### src/rtl/nonce_sweeper.sv
// Mining control stage: loads a header template, target and start nonce, then
// sweeps nonces through an external double-SHA-256 hasher until a hit or range end.
module nonce_sweeper #(
    parameter int RANGE_BITS = 32
) (
    input  logic         clk,
    input  logic         rst_n,
    input  logic         ld_valid,
    input  logic [7:0]   ld_data,
    output logic         ld_ready,
    input  logic         go,
    input  logic         abort,
    output logic         hash_rst_n,
    output logic         hash_start,
    output logic [639:0] hash_block,
    input  logic [255:0] hash_in,
    input  logic         hash_done,
    output logic         busy,
    output logic         found,
    output logic         exhausted,
    output logic [31:0]  result_nonce
);

    typedef enum logic [2:0] {IDLE, LOAD, ARM, START, WAIT, CHECK} state_t;

    state_t                state_q, state_d;
    logic [607:0]          header_q, header_d;
    logic [255:0]          target_q, target_d;
    logic [31:0]           nonce_q, nonce_d;
    logic [31:0]           result_q, result_d;
    logic [RANGE_BITS-1:0] attempts_q, attempts_d;
    logic [6:0]            cnt_q, cnt_d;
    logic                  loaded_q, loaded_d;
    logic                  found_q, found_d;
    logic                  exhausted_q, exhausted_d;
    logic                  hash_rst_n_q, hash_rst_n_d;
    logic                  hash_start_q, hash_start_d;
    logic [255:0]          hash_le;
    logic                  load_byte;
    logic                  hit;

    // The hasher reports big-endian words; the difficulty compare wants the digest as a little-endian integer.
    always_comb begin
        hash_le = '0;
        for (int i = 0; i < 32; i++) begin
            hash_le[8*i +: 8] = hash_in[255-8*i -: 8];
        end
    end

    assign hit = (hash_le <= target_q);

    always_comb begin
        state_d     = state_q;
        header_d    = header_q;
        target_d    = target_q;
        nonce_d     = nonce_q;
        result_d    = result_q;
        attempts_d  = attempts_q;
        cnt_d       = cnt_q;
        loaded_d    = loaded_q;
        found_d     = found_q;
        exhausted_d = exhausted_q;
        load_byte   = 1'b0;

        case (state_q)
            IDLE: begin
                if (ld_valid) begin
                    load_byte   = 1'b1;
                    state_d     = LOAD;
                    found_d     = 1'b0;
                    exhausted_d = 1'b0;
                    loaded_d    = 1'b0;
                end else if (go && loaded_q && !exhausted_q) begin
                    if (found_q) begin
                        nonce_d    = nonce_q + 32'd1;
                        attempts_d = attempts_q + RANGE_BITS'(1);
                    end
                    found_d = 1'b0;
                    state_d = ARM;
                end
            end
            LOAD: begin
                if (abort) begin
                    state_d = IDLE;
                    cnt_d   = '0;
                end else if (ld_valid) begin
                    load_byte = 1'b1;
                end
            end
            ARM:   state_d = abort ? IDLE : START;
            START: state_d = abort ? IDLE : WAIT;
            WAIT: begin
                if (abort) state_d = IDLE;
                else if (hash_done) state_d = CHECK;
            end
            CHECK: begin
                if (abort) begin
                    state_d = IDLE;
                end else if (hit) begin
                    found_d  = 1'b1;
                    result_d = nonce_q;
                    state_d  = IDLE;
                end else if (&attempts_q) begin
                    exhausted_d = 1'b1;
                    state_d     = IDLE;
                end else begin
                    nonce_d    = nonce_q + 32'd1;
                    attempts_d = attempts_q + RANGE_BITS'(1);
                    state_d    = ARM;
                end
            end
            default: state_d = IDLE;
        endcase

        // Each field is shifted in from the byte stream so its first byte lands in the right lane.
        if (load_byte) begin
            if (cnt_q < 7'd76) header_d = {header_q[599:0], ld_data};
            else if (cnt_q < 7'd108) target_d = {target_q[247:0], ld_data};
            else nonce_d = {ld_data, nonce_q[31:8]};
            if (cnt_q == 7'd111) begin
                cnt_d      = '0;
                loaded_d   = 1'b1;
                attempts_d = '0;
                state_d    = IDLE;
            end else begin
                cnt_d = cnt_q + 7'd1;
            end
        end

        hash_rst_n_d = (state_d == START) || (state_d == WAIT) || (state_d == CHECK);
        hash_start_d = (state_d == START);
    end

    always_ff @(posedge clk or negedge rst_n) begin
        if (!rst_n) begin
            state_q      <= IDLE;
            header_q     <= '0;
            target_q     <= '0;
            nonce_q      <= '0;
            result_q     <= '0;
            attempts_q   <= '0;
            cnt_q        <= '0;
            loaded_q     <= 1'b0;
            found_q      <= 1'b0;
            exhausted_q  <= 1'b0;
            hash_rst_n_q <= 1'b0;
            hash_start_q <= 1'b0;
        end else begin
            state_q      <= state_d;
            header_q     <= header_d;
            target_q     <= target_d;
            nonce_q      <= nonce_d;
            result_q     <= result_d;
            attempts_q   <= attempts_d;
            cnt_q        <= cnt_d;
            loaded_q     <= loaded_d;
            found_q      <= found_d;
            exhausted_q  <= exhausted_d;
            hash_rst_n_q <= hash_rst_n_d;
            hash_start_q <= hash_start_d;
        end
    end

    assign ld_ready     = (state_q == IDLE) || (state_q == LOAD);
    assign busy         = (state_q == ARM) || (state_q == START) || (state_q == WAIT) || (state_q == CHECK);
    assign hash_block   = {header_q, nonce_q[7:0], nonce_q[15:8], nonce_q[23:16], nonce_q[31:24]};
    assign hash_rst_n   = hash_rst_n_q;
    assign hash_start   = hash_start_q;
    assign found        = found_q;
    assign exhausted    = exhausted_q;
    assign result_nonce = result_q;

endmodule

### config.mk
export PLATFORM = sky130hd
export DESIGN_NAME = nonce_sweeper
export DESIGN_NICKNAME = d
export VERILOG_FILES = /design/src/rtl/nonce_sweeper.sv
export SDC_FILE = /design/constraint.sdc
export NUM_CORES = 2
export LEC_CHECK = 0
export CORE_AREA = 3 3 367 369
export CTS_CLUSTER_SIZE = 16
export DETAILED_ROUTE_END_ITERATION = 8
export DIE_AREA = 0 0 370 372
export PLACE_DENSITY = 0.54
export SLEW_MARGIN = 25
export SYNTH_ARGS = -nofsm -noshare
export SYNTH_HDL_FRONTEND = slang
export SYNTH_SLANG_ARGS = --single-unit
export TNS_END_PERCENT = 1
### constraint.sdc
create_clock -name clk -period 3.4 [get_ports clk]
set_input_delay 0.68 -clock clk [delete_from_list [all_inputs] [get_ports clk]]
set_output_delay 0.68 -clock clk [all_outputs]
set_load 0.1 [all_outputs]
# Word level (Yosys, flattened, before mapping)
# Cells that the tools add are included.
[word_totals]
ff_bits = 975
in_bits = 270
output_inout_bits = 678
elab_cells = 108
[classes]
addsub = 3
magnitude_cmp = 3
n_eq_ne = 15
mux = 53
bitwise_logic = 2
n_reduce_logical = 20
[ops]
columns = ["cell", "count"]
rows = [
  ["32-bit two-way mux", 17],
  ["256-bit less-or-equal comparator", 1],
  ["32-bit one-hot mux with 2 select lines", 2],
  ["32-bit by 1-bit adder with 32-bit output, second input constant", 2],
  ["32-bit AND reduction", 1],
  ["7-bit two-way mux", 4],
  ["3-bit two-way mux", 8],
  ["3-bit one-hot mux with 6 select lines", 1],
  ["7-bit less-than comparator, second input constant", 2],
  ["1-bit two-way mux", 14],
  ["3-bit == test, second input constant", 4],
  ["2-bit inequality test, second input constant", 5],
  ["3-bit by 2-bit == test with 1-bit output, second input constant", 3],
  ["2-bit two-way mux", 4],
  ["7-bit by 1-bit adder with 7-bit output, second input constant", 1],
  ["7-bit == test, second input constant", 1],
  ["1-bit logical OR", 6],
  ["1-bit one-hot mux with 2 select lines", 3],
  ["3-bit AND reduction", 2],
  ["2-bit nonzero test", 3],
  ["5-bit AND reduction", 1],
  ["2-bit AND reduction", 2],
  ["4-bit AND reduction", 1],
  ["3-bit by 1-bit == test with 1-bit output, second input constant", 1],
  ["5 further kinds", 7],
]

# Logic depth before layout (Yosys ltp)
[logic_depth]
word_depth = 10
ltp_mapped = 15
ltp_nobuf = 12

# Worst setup path after synthesis
# OpenSTA, ideal clock, no wires.
[synth_timing]
path_type = "input -> register"
start = "in hash_in[89]"
end = "reg result_q[20], in the netlist result_nonce[20]"
setup_ns = 0.127
arrival_time_ns = 3.616
required_time_ns = 3.273
slack_ns = -0.343
path_stages = 13
path_buffers = 2
cell_sequence = "ha_1 -> a21o_1 -> nand3_1 -> a2111oi_0 -> or4_1 -> a2111o_1 -> a221o_1 -> nor3_2 -> nor2_1 -> or3_1 -> buf_2 -> buf_6 -> mux2_4"
[synth_via]
elab_chain_cells = 2
[synth_lines]
columns = ["item", "line", "source"]
rows = [
  ["from (decl)", "16", "input logic [255:0] hash_in,"],
  ["256-bit less-or-equal comparator", "50", "assign hit = (hash_le <= target_q);"],
  ["3-bit AND reduction (no source line)", "-", ""],
  ["to (signal assigned)", "153", "result_q <= result_d;"],
  ["to (decl)", "30", "logic [31:0] result_q, result_d;"],
]
# No other way between the ends.
# A chain may end at the register's enable or synchronous reset.

# Worst setup path after layout
[layout_timing]
start = "reg target_q[234]"
end = "reg result_q[9], in the netlist result_nonce[9]"
[layout_via]
elab_chain_cells = 2
[layout_lines]
columns = ["item", "line", "source"]
rows = [
  ["from (decl)", "28", "logic [255:0] target_q, target_d;"],
  ["from (signal assigned)", "151", "target_q <= target_d;"],
  ["256-bit less-or-equal comparator", "50", ""],
  ["3-bit AND reduction (no source line)", "-", ""],
]
# No other way between the ends.

==> run summary <==
Final WS setup: -334 ps
Final setup fails: 92
Fmax: 268 MHz
First-pass GRT wire length: 220000 um
Initial DRC count: 2122
Clock Root Buffer: clkbuf_16
Fin cells: 6782
Nets@finish: 5459
Startpoint type of the worst setup path: register
Routed len/inst: 22.5 um
Max clock buf depth: 3
Worst vdd ir: 0.00105 V
Vias in the first global route: 32800
Setup_tns: -20790 ps
GR Layer Usage met2: 0.365
Initial antenna violation count: 13
Reg-to-reg slack, setup: -330 ps
YS warnings: 0
IO Count: 948
Synth unique cells: 67
Yosys reg bits: 975
Die ar.: 138000 um2
Final Max Slew Viols: 0
Mean post-synth cell area: 11.9 um2
CP Class: register to register
Antenna-violating nets left: 0
WP data required: 3990 ps
Minimum clock period: 3730 ps
Initial Utilization: 0.334
DP Area: 56400 um2
Via count: 32800
Top Usage Layer GRT: met2
Worst hold margin: 475 ps
WP data arrival: 4320 ps
Port bufs: 947
Endpoint type of the worst setup path: register
Crit share post-route: 1.10
Die H: 372 um
Reg-to-Reg Start: target_q[234]$_DFFE_PN0P_
Worst Setup EP: result_nonce[9]$_DFFE_PN0P_
Worst path cell trace: inv_2 > ha_4 > nand4_1 > buf_6 > nor3_2 > a221o_1 > o31a_1 > a2111o_1 > a221o_1 > nor3_4 > nor2_2 > or3_4 > buf_12 > mux2_4
Buf/Inv on CP: 3
Layout area overhead: 39.2%
Seq/Total Area, Yosys: 0.555
Die width: 370 um
P_int: 23000 uW
Seq pwr share: 0.351
Static Leak: 0.0291 uW
Final instance area: 61100 um2
Core area: 131000 um2
Synth Instances: 3698
Clk_skew: 27.3 ps
Failing checks: negative setup slack
Total Power: 39100 uW
Launch point of the worst path: target_q[234]$_DFFE_PN0P_
Mapped Nets: 4227
Drt total wl: 153000 um
Async S/R FF share, synth: 1.00
Clock share of power: 0.320
Switching Fraction: 0.412
Main synth FF type: dfrtp_1
Clock latency on the worst-skew pair: 720 ps
Crit path top cell by count: a221o_1
H-tree level count: 3
Relative slew slack: 0.353
Tightest Pin Transition: 967 ps
Gate power share: 0.329
Synth top area share: 0.555
P per Cell Area: 639 nW/um2
Placed Cells: 6555
Unrepaired setup endpoints after global routing: true
Met3 usage: 0.0509
Cell family with most CP delay: compound AO/OA/AOI/OAI gates
Filler Cell Count: 12200
Share of cells above drive strength 1: 0.395
Synth area leaders: dfrtp_1 (56%), mux2_2 (16%), ha_1 (7.4%), o21ai_0 (3.8%), nand2_1 (3.2%)
Worst hold path type: register to register
Total gr overflow: 0
Num CTS Buffers: 106
Hpwl dp: 120000 um
Top-count cell post-synth: dfrtp_1
Maxcap violations: 0
Most frequent cells after synthesis: dfrtp_1 (975), mux2_2 (621), nand2_1 (377), o21ai_0 (332), inv_1 (280)
CTS clk-pin slew, worst paths: 60 ps
Gr usage total: 0.214
GP Congestion: 0.859
Row cnt: 133
Synth area leader: dfrtp_1
Met1 usage: 0.267
CTS sink cnt: 975
Vias per cell: 4.83
P_sw: 16100 uW
Largest net degree at the start of global routing: 104
Number of synthesized flops with an enable pin: 0
Detailed Routing Iterations Pass 1: 5
Hold path startpoint: target_q[114]$_DFFE_PN0P_
Status: finished, violations left
Hold path depth: 2
CTS tree: built
Crit Path Max Fanout: 11
Synthesized cell area: 43900 um2
Worst R2R Path Depth: 14
# DRC: 0
Final hold violations: 0
Worst r2r dst: result_nonce[9]$_DFFE_PN0P_
Max incr delay on CP: 440 ps
WP depth: 14
CP max-delay cell: a2111o_1
-- worst min-delay path by stage --
stage,slack (ps),to
floorplan,380,attempts_q[0]$_DFF_PN0_
global placement,460,target_q[178]$_DFFE_PN0P_
detailed placement,470,target_q[146]$_DFFE_PN0P_
CTS,480,target_q[101]$_DFFE_PN0P_
global route,490,target_q[130]$_DFFE_PN0P_
finish,470,target_q[114]$_DFFE_PN0P_
-- cell families after synthesis --
group	count (synthesis)	share of synthesized area
DFF	975	0.555
and+or+nand+nor	715	0.0758
muxes	657	0.171
AOI/OAI and AO/OA	631	0.0825
buffers and inverters	447	0.0390
adders and majority gates	259	0.0738
xor gates and xnor gates	14	0.00279
-- timing repair --
item,in CTS,in global routing
endpoints found under the setup margin,98,96
setup buffers,2,15
cloned,0,4
hold endpoints to repair,45,0
pin swaps,15,65
hold buffers,1,0
gates resized for setup,55,110
-- power by group through the flow --
stage / clock [uW] / combinational [uW] / sequential (uW)
2_1_floorplan: 0 / 1800 / 21000
3_3_place_gp: 0 / 12900 / 13900
3_5_place_dp: 0 / 12900 / 13900
4_1_cts: 12900 / 12900 / 13700
5_1_grt: 13300 / 13300 / 13800
6_report: 12500 / 12900 / 13700
-- flip-flops by register name (all words and copies together), names as in the netlist, 3 cells and up --
name / flops
state_q: 3
nonce_q: 32
header_q: 608
cnt_q: 7
attempts_q: 32
target_q: 256
result_nonce: 32
-- cells in the final DEF, fill, tap and decap left out, types with 13 or more instances in the layout --
cell	count
dfrtp_1	975
buf_4	956
mux2_2	620
nand2_1	377
o21ai_0	315
clkdlybuf4s50_1	271
inv_1	258
ha_1	236
a21oi_1	128
clkbuf_16	109
nand4_1	69
nand3_1	62
nor2_1	52
buf_12	42
a21o_1	30
mux2_4	30
nor3_1	29
clkinv_2	26
ha_4	23
inv_2	21
clkbuf_8	21
or3_1	18
clkbuf_1	17
and3_1	15
bufinv_16	15
buf_6	15
o21ai_1	14
a21oi_2	14
a31oi_1	13
-- worst reg2reg max path: cells and delay by family, from the launching register on --
family | cells | cell delay [ps]
muxes | 1 | 310
and+or+nand+nor | 5 | 850
adders and majority gates | 1 | 220
buffers and inverters | 3 | 450
AOI/OAI and AO/OA | 4 | 1370
DFF | 1 | 390
-- metal layers --
layer,wire (um),share of wire
met2,75900,0.50
met5,13,0.000085
met4,5290,0.035
met1,62800,0.41
met3,8860,0.058
-- final cells by class --
type                            instances  area (um2)  area share
Sequential cell                       975       24400       0.399
Timing Repair Buffer                 1291       11000       0.180
Multi-Input combinational cell       2276       18600       0.305
Antenna cell                            7        17.5    0.000287
Clock inverter                         54         803      0.0131
Tap cell                             1755        2200      0.0359
Clock buffer                          144        3010      0.0492
Inverter                              280        1050      0.0172
-- metrics by stage --
stage | setup slack, ps | util
floorplan | -236 | -
global placement | -1280 | 0.429
detailed placement | -1350 | 0.429
CTS | -358 | 0.460
global route | -446 | 0.465
finish | -334 | 0.465
Note: power is estimated with default switching activity, not from simulation.
